$ cat src/rtl/crc_receiver.sv
// crc_receiver: receive side of the CRC-protected link.
// Two-stage pipeline: stage 1 captures the codeword, stage 2 checks the syndrome
// and presents the data field with an error flag. Also keeps saturating frame and
// error counters, plus a link-health FSM that raises alarm on repeated CRC failures.
module crc_receiver #(
    parameter int                BW           = 4,
    parameter int                CRC_BW       = 3,
    parameter logic [CRC_BW:0]   DIVISOR      = 4'b1011,
    parameter int                CNT_W        = 8,
    parameter int                ALARM_THRESH = 3,
    parameter int                CLEAR_THRESH = 4
) (
    input  logic                 clk,
    input  logic                 rstn,
    input  logic [BW+CRC_BW-1:0] in_i,
    input  logic                 in_valid_i,
    input  logic                 clr_cnt_i,
    output logic [BW-1:0]        out_data_o,
    output logic                 out_valid_o,
    output logic                 crc_err_o,
    output logic [CNT_W-1:0]     frame_cnt_o,
    output logic [CNT_W-1:0]     err_cnt_o,
    output logic                 alarm_o
);

    localparam int CW = BW + CRC_BW;
    localparam int AW = $clog2(ALARM_THRESH + 1);
    localparam int GW = $clog2(CLEAR_THRESH + 1);
    localparam logic [AW-1:0] ALARM_T = AW'(ALARM_THRESH);
    localparam logic [GW-1:0] CLEAR_T = GW'(CLEAR_THRESH);

    typedef enum logic [1:0] {ST_OK, ST_SUSPECT, ST_ALARM} state_e;

    logic [CW-1:0]     cw_q;
    logic              v1_q;
    logic [CRC_BW:0]   rem;
    logic              syn_err;

    logic [BW-1:0]     out_data_q;
    logic              out_valid_q, crc_err_q, alarm_q;
    logic [CNT_W-1:0]  frame_cnt_q, err_cnt_q;

    state_e            state_q, state_d;
    logic [AW-1:0]     bad_run_q, bad_run_d, bad_inc;
    logic [GW-1:0]     good_run_q, good_run_d, good_inc;

    // Stage 1: capture the codeword; the data register holds on idle cycles.
    always_ff @(posedge clk) begin
        if (!rstn) begin
            v1_q <= 1'b0;
            cw_q <= '0;
        end else begin
            v1_q <= in_valid_i;
            if (in_valid_i) cw_q <= in_i;
        end
    end

    // Syndrome: bit-serial GF(2) division of the codeword, MSB first.
    always_comb begin
        rem = '0;
        for (int i = CW - 1; i >= 0; i--) begin
            rem = {rem[CRC_BW-1:0], cw_q[i]};
            if (rem[CRC_BW]) rem = rem ^ DIVISOR;
        end
        syn_err = (rem[CRC_BW-1:0] != '0);
    end

    // Stage 2: present the checked frame and update saturating statistics.
    always_ff @(posedge clk) begin
        if (!rstn) begin
            out_valid_q <= 1'b0;
            crc_err_q   <= 1'b0;
            out_data_q  <= '0;
            frame_cnt_q <= '0;
            err_cnt_q   <= '0;
        end else begin
            out_valid_q <= v1_q;
            crc_err_q   <= v1_q & syn_err;
            if (v1_q) out_data_q <= cw_q[CW-1:CRC_BW];
            // A clear wins over the frame completing on the same edge.
            if (clr_cnt_i) begin
                frame_cnt_q <= '0;
                err_cnt_q   <= '0;
            end else if (v1_q) begin
                if (!(&frame_cnt_q)) frame_cnt_q <= frame_cnt_q + 1'b1;
                if (syn_err && !(&err_cnt_q)) err_cnt_q <= err_cnt_q + 1'b1;
            end
        end
    end

    // Link-health state register; alarm follows the next state so it lines up with out_valid.
    always_ff @(posedge clk) begin
        if (!rstn) begin
            state_q    <= ST_OK;
            bad_run_q  <= '0;
            good_run_q <= '0;
            alarm_q    <= 1'b0;
        end else begin
            state_q    <= state_d;
            bad_run_q  <= bad_run_d;
            good_run_q <= good_run_d;
            alarm_q    <= (state_d == ST_ALARM);
        end
    end

    // Link-health next state: only frames leaving stage 2 move the FSM.
    always_comb begin
        state_d    = state_q;
        bad_run_d  = bad_run_q;
        good_run_d = good_run_q;
        bad_inc    = bad_run_q + 1'b1;
        good_inc   = good_run_q + 1'b1;
        if (v1_q) begin
            case (state_q)
                // OK and SUSPECT share the bad-run logic; bad_run is 0 in OK,
                // so a threshold of 1 jumps straight to ALARM.
                ST_OK, ST_SUSPECT: begin
                    if (syn_err) begin
                        if (bad_inc == ALARM_T) begin
                            state_d    = ST_ALARM;
                            bad_run_d  = '0;
                            good_run_d = '0;
                        end else begin
                            state_d   = ST_SUSPECT;
                            bad_run_d = bad_inc;
                        end
                    end else begin
                        state_d   = ST_OK;
                        bad_run_d = '0;
                    end
                end
                ST_ALARM: begin
                    if (syn_err) begin
                        good_run_d = '0;
                    end else if (good_inc == CLEAR_T) begin
                        state_d    = ST_OK;
                        good_run_d = '0;
                    end else begin
                        good_run_d = good_inc;
                    end
                end
                default: begin
                    state_d    = ST_OK;
                    bad_run_d  = '0;
                    good_run_d = '0;
                end
            endcase
        end
    end

    assign out_data_o  = out_data_q;
    assign out_valid_o = out_valid_q;
    assign crc_err_o   = crc_err_q;
    assign frame_cnt_o = frame_cnt_q;
    assign err_cnt_o   = err_cnt_q;
    assign alarm_o     = alarm_q;

endmodule

$ cat config.mk
export PLATFORM = sky130hd
export DESIGN_NAME = crc_receiver
export DESIGN_NICKNAME = d
export VERILOG_FILES = /design/src/rtl/crc_receiver.sv
export SDC_FILE = /design/constraint.sdc
export NUM_CORES = 1
export LEC_CHECK = 0
export ABC_AREA = 1
export BUFFER_PORTS_ARGS = -buffer_cell sky130_fd_sc_hd__buf_4
export CORE_MARGIN = 2
export CORE_UTILIZATION = 35
export DETAILED_ROUTE_END_ITERATION = 16
export GPL_ROUTABILITY_DRIVEN = 0
export GPL_TIMING_DRIVEN = 0
export PLACE_DENSITY = 0.65
export SLEW_MARGIN = 25
export SYNTH_ARGS = -nofsm -noshare
export SYNTH_HDL_FRONTEND = slang
export SYNTH_SLANG_ARGS = --single-unit
$ cat constraint.sdc
create_clock -name clk -period 1.6 [get_ports clk]
set_input_delay 0.24 -clock clk [delete_from_list [all_inputs] [get_ports clk]]
set_output_delay 0.24 -clock clk [all_outputs]
set_load 0.005 [all_outputs]
## Word level (Yosys, flattened, before mapping)

Cells that the tools add are included.
W data, S select, Z words.

- Bits in registers: 38
- Input bits: 11
- Word-level logic and storage cells: 60
- Output and inout bits: 23

- Add/subtract/negate cells: 4
- Bitwise operators: 8
- Equality and inequality tests: 7
- Reductions and logical operators: 12
- Muxes and demuxes: 18

Operators by type and width:

| operator | count |
|---|---|
| $mux W2 | 11 |
| $add A8 B1 Y8 const B | 2 |
| $reduce_and A8 Y1 | 2 |
| $mux W3 | 4 |
| $not A2 Y2 | 4 |
| $pmux W2 S2 | 2 |
| $eq A2 B2 Y1 const B | 3 |
| $pmux W3 S2 | 1 |
| $reduce_and A2 Y1 | 3 |
| $ne A2 B2 Y1 const B | 2 |
| $reduce_or A2 Y1 | 2 |
| $add A3 B1 Y3 const B | 1 |
| $eq A3 B3 Y1 const B | 1 |
| $not A1 Y1 | 3 |
| $reduce_and A3 Y1 | 1 |
| $reduce_bool A3 Y1 | 1 |
| $add A2 B1 Y2 const B | 1 |
| $eq A2 B1 Y1 const B | 1 |
| $logic_not A2 Y1 | 1 |
| $and A1 B1 Y1 | 1 |
| $logic_and A1 B1 Y1 | 1 |
| $logic_not A1 Y1 | 1 |

## Logic depth before layout (Yosys ltp)

- Word-level depth: 13
- Gate-level depth with buffers: 13
- Depth with buffers taken out: 13

## Worst setup path after synthesis

Ideal clock, no wire load.

- Kind: register to register
- Start point: register frame_cnt_q[0] (netlist: frame_cnt_o[0])
- End point: register frame_cnt_q[4] (netlist: frame_cnt_o[4])
- Path slack: 139 ps
- Library setup time: 117 ps
- Required time: 1,483 ps
- Period minus slack after synthesis: 1,461 ps
- Path buffers: 0
- Cell stages (with the launch flop): 9
- Data arrival time: 1,344 ps
- Path through: dfxtp_1 ha_1 nand3_1 nor2_1 a31oi_4 nand3_1 inv_1 a21oi_1 nor2_1

- Cells in the longest elaborated chain, start to end: 3
- Elaborated cells on any way between the ends: 4
- Classes of those cells: 1 x add/sub; 1 x bitwise; 2 x reduce/logical

Ends and longest elaborated chain:

| element | line | RTL |
|---|---|---|
| start: declaration | 41 | `logic [CNT_W-1:0] frame_cnt_q, err_cnt_q;` |
| start signal: assignment | 85 | `if (!(&frame_cnt_q)) frame_cnt_q <= frame_cnt_q + 1'b1;` |
| branches (longest 3 deep; another with $add A8 B1 Y8) | - |  |

Several ways; the timed one is not identified.
A chain may end at the register's enable or synchronous reset.

## Worst setup path in the final report

- Start point: register cw_q[5]
- End point: register bad_run_q[1]

- Cells in the longest elaborated chain, start to end: 6
- Elaborated cells on any way between the ends: 7
- Classes of those cells: 5 x mux; 1 x bitwise; 1 x reduce/logical

Ends and longest elaborated chain:

| element | line | RTL |
|---|---|---|
| start: declaration | 34 | `logic [CW-1:0] cw_q;` |
| start signal: assignment | 54 | `if (in_valid_i) cw_q <= in_i;` |
| $mux W2 * | 63 | `if (rem[CRC_BW]) rem = rem ^ DIVISOR;` |
| $not A2 Y2 (no source line) | - |  |
| $mux W2 | 63 |  |
| $reduce_bool A3 Y1 * | 65 | `syn_err = (rem[CRC_BW-1:0] != '0);` |
| $mux W2 * | 118 | `if (syn_err) begin` |
| $pmux W2 S2 * | 114 | `case (state_q)` |
| end signal: assignment | 100 | `bad_run_q <= bad_run_d;` |
| end: declaration | 44 | `logic [AW-1:0] bad_run_q, bad_run_d, bad_inc;` |

Mark *: on every way between the ends. The rest lies on a longest branch, timed or not.

==> metrics.cfg <==
[synth]
syn-num-nets = 255
synthMuxAreaShare_pct = 0
synth-edff-count = 0
avgSynthCellArea_um2 = 7.611
synth.most_common_cell = dfxtp_1
synth_compound_area_share_pct = 16.51
synthAdderAreaFrac_pct = 2.740
synth.ff_latch_count = 38
synth_cells = 240
synth-xor-area-share_pct = 4.726
async_reset_ff_share_pct = 0
syn-cell-area_mm2 = 0.001827
synth.area.top_cells = dfxtp_1, nand2_1, inv_1, o21ai_0, nor2_1
synth_top_family_by_area = simple AND/OR/NAND/NOR gates
synthDistinctLibCells = 27
synth_warnings = 0
ys.flop_type = dfxtp_1
yosys-top-cells-count = dfxtp_1, nand2_1, inv_1
yosysSeqAreaShare_pct = 41.64
synth_top_area_share_pct = 41.64
yosys.area_share.simple_pct = 26.64
synth_top_area_cell = dfxtp_1

[power_and_ir_drop]
switchingPower_w = 0.0005296
p_seq_share_pct = 51.3
comb_power_share_pct = 14.0
p_int_w = 0.001446
clockPowerShare_pct = 34.7
powerDensity_mw_per_mm2 = 841.9
p_total_w = 0.001976
p_sw_share_pct = 26.80
vdd_drop_max_mv = 0.4941
p_leak_nw = 0.9887

[critical_path]
cp-start-kind = register
cp_top_family = simple AND/OR/NAND/NOR gates
crit_path_cell_trace = inv_2 -> nand2_2 -> nand2_1 -> nand2_1 -> nand2_2 -> o21ai_4 -> nand3_4 -> buf_4 -> buf_4 -> nand3_1 -> a21oi_1
crit_path_top_delay_cell = dfxtp_2
required_ns = 1.79
rr_worst_depth = 11
arrival_ns = 1.68
critPathMaxStageDelay_ns = 0.36
path_max_fanout = 3
crit_cells = 11
critPathBufInv = 3
crit_type = reg2reg
end_kind = register

[die]
initial_core_util_pct = 36.00
ioPinCount = 34
core_mm2 = 0.005075
die_y_um = 76.25
die_area_mm2 = 0.005813
die_w_um = 76.25
rows = 26

[clocking]
worstSkewPairLatency_ns = 0.29
cts_sinks = 38
cts_buffer_depth = 2
cts_buffers = 5
root_buffer = clkbuf_8
clk_pin_slew_ns = 0.07
cts_max_level = 2
cts_tree = built

[sta]
setup_viol_count_final = 0
fin_crit_sh_pct = 93.46
slew_viol_final = 0
slew_headroom_pct = 66.97
fmax_ghz = 0.6687
rsz0062_at_grt = yes
setup_tns_ns = 0
min_period_ns = 1.495
worst_slew_pin_slew_ns = 0.4936
hold_violations = 0
finalClockSkew_ns = 0.001921

[cells_and_area]
diodes = 0
fillers = 574
fin_util_pct = 46.25
area_growth_pct = 28.49
fin_area_mm2 = 0.002347
layout.cells.non_filler = 354
drive_gt1_share_pct = 32.75
layout.nets = 298

[placement]
numPortBuffers = 33
dpl_cell_area_mm2 = 0.002162
place_inst = 343
place_hpwl_um = 2717

[route]
drc_errors = 0
routedWlPerCell_um = 10.98
firstDrtPassIters = 4
drt_wl_total_um = 3888
drtIter0Drc = 57
num_vias = 1629
final_antenna_net_count = 0
viasPerCell = 4.602

[run_status]
outcome = completed

[global_routing]
antenna_found_initial = 0
grt_util_all_layers_pct = 14.54
grt_first_pass_wirelength_um = 6962
grt_overflow = 0
first_global_vias = 1545
grt_max_degree = 12

[hold_path]
hold_depth = 3
holdCritPathClass = in2reg

[run]
maxCapViolations = 0

-- power groups by stage --
| stage | Clock, W | Sequential [W] | Combinational (W) |
|---|---|---|---|
| detailed placement | 0 | 0.00103 | 0.000249 |
| floorplan | 0 | 0.00103 | 0.000172 |
| CTS | 0.000702 | 0.00101 | 0.000252 |
| global route | 0.000741 | 0.00102 | 0.000316 |
| finish | 0.000686 | 0.00101 | 0.000277 |
| global placement | 0 | 0.00103 | 0.000245 |
-- tightest hold or removal path, stage by stage --
cell and delay (ns):
buf_4 0.09, nand2_1 0.04, inv_1 0.04
-- worst paths after layout --
check | slack (ns) | start | end
max | 0.10 | cw_q[5] | bad_run_q[1]
min | 0.15 | in_valid_i | v1_q
max reg2reg | 0.10 | cw_q[5] | bad_run_q[1]
min reg2reg | 0.49 | cw_q[1] | cw_q[1]
-- layout by cell type (no fill, tap or decap), types with 2 or more instances in the layout --
master    instances
dfxtp_2           8
nor3_1            4
nand2_1          32
a21oi_2           7
nand3_2           2
ha_1              2
inv_1            28
nand2_2          13
nand4_1           5
nor2_1           22
inv_2             5
nor2_2            3
clkbuf_1          4
clkbuf_8          6
a21oi_1          18
dfxtp_1          29
xor2_1            4
buf_4            36
o21ai_0          19
nand3_1          16
xnor2_1           4
-- final cells by class --
type	instances	area [µm²]	area share [%]
sequential	38	774.5	33.00
multi-input combinational	165	979.7	41.74
tap	70	87.58	3.731
clock inverter	1	5.005	0.2132
timing repair buffer	36	270.3	11.51
clock buffer	7	86.33	3.678
inverter	34	132.6	5.650
buffer	3	11.26	0.4797
-- metal layers --
metal | global-route usage [%] | vias up | share of wire (%) | wire, µm
met3 | 4.028 | 6 | 4.6 | 177
met1 | 17.65 | 729 | 46 | 1781
met2 | 24.60 | 30 | 48 | 1869
li1 | - | 864 | - | -
met4 | 5.273 | 0 | 1.5 | 59
met5 | 0 | - | 0 | 0
-- per-stage QoR --
step / setup slack (ns) / hold WS, ns
after global routing: -0.03950 / 0.1568
after CTS: 0.009903 / 0.1450
after detailed placement: -0.06727 / 0.4441
final: 0.1046 / 0.1497
after floorplan: 0.1390 / 0.3335
after global placement: -0.02542 / 0.4424
-- kinds of logic after synthesis --
group | count (synthesis)
xor+xnor | 9
compound gates | 50
buf+inv | 37
flops | 38
simple gates | 102
fa+ha+maj | 4
-- state kept, by name, summed over array words and instances (netlist names) --
register,flops
frame_cnt_o,8
out_data_o,4
state_q,2
crc_err_o,1
err_cnt_o,8
bad_run_q,2
cw_q,7
alarm_o,1
out_valid_o,1
v1_q,1
good_run_q,3
-- timing repair --
item | 4_1_cts | 5_1_grt
gates cloned | 0 | 0
endpoints found under the setup margin | 11 | 22
buffers inserted | 1 | 2
hold buffers | 0 | 0
resized for setup | 2 | 24
pin swaps | 1 | 2
No activity file was read; power rests on OpenSTA's default activity.
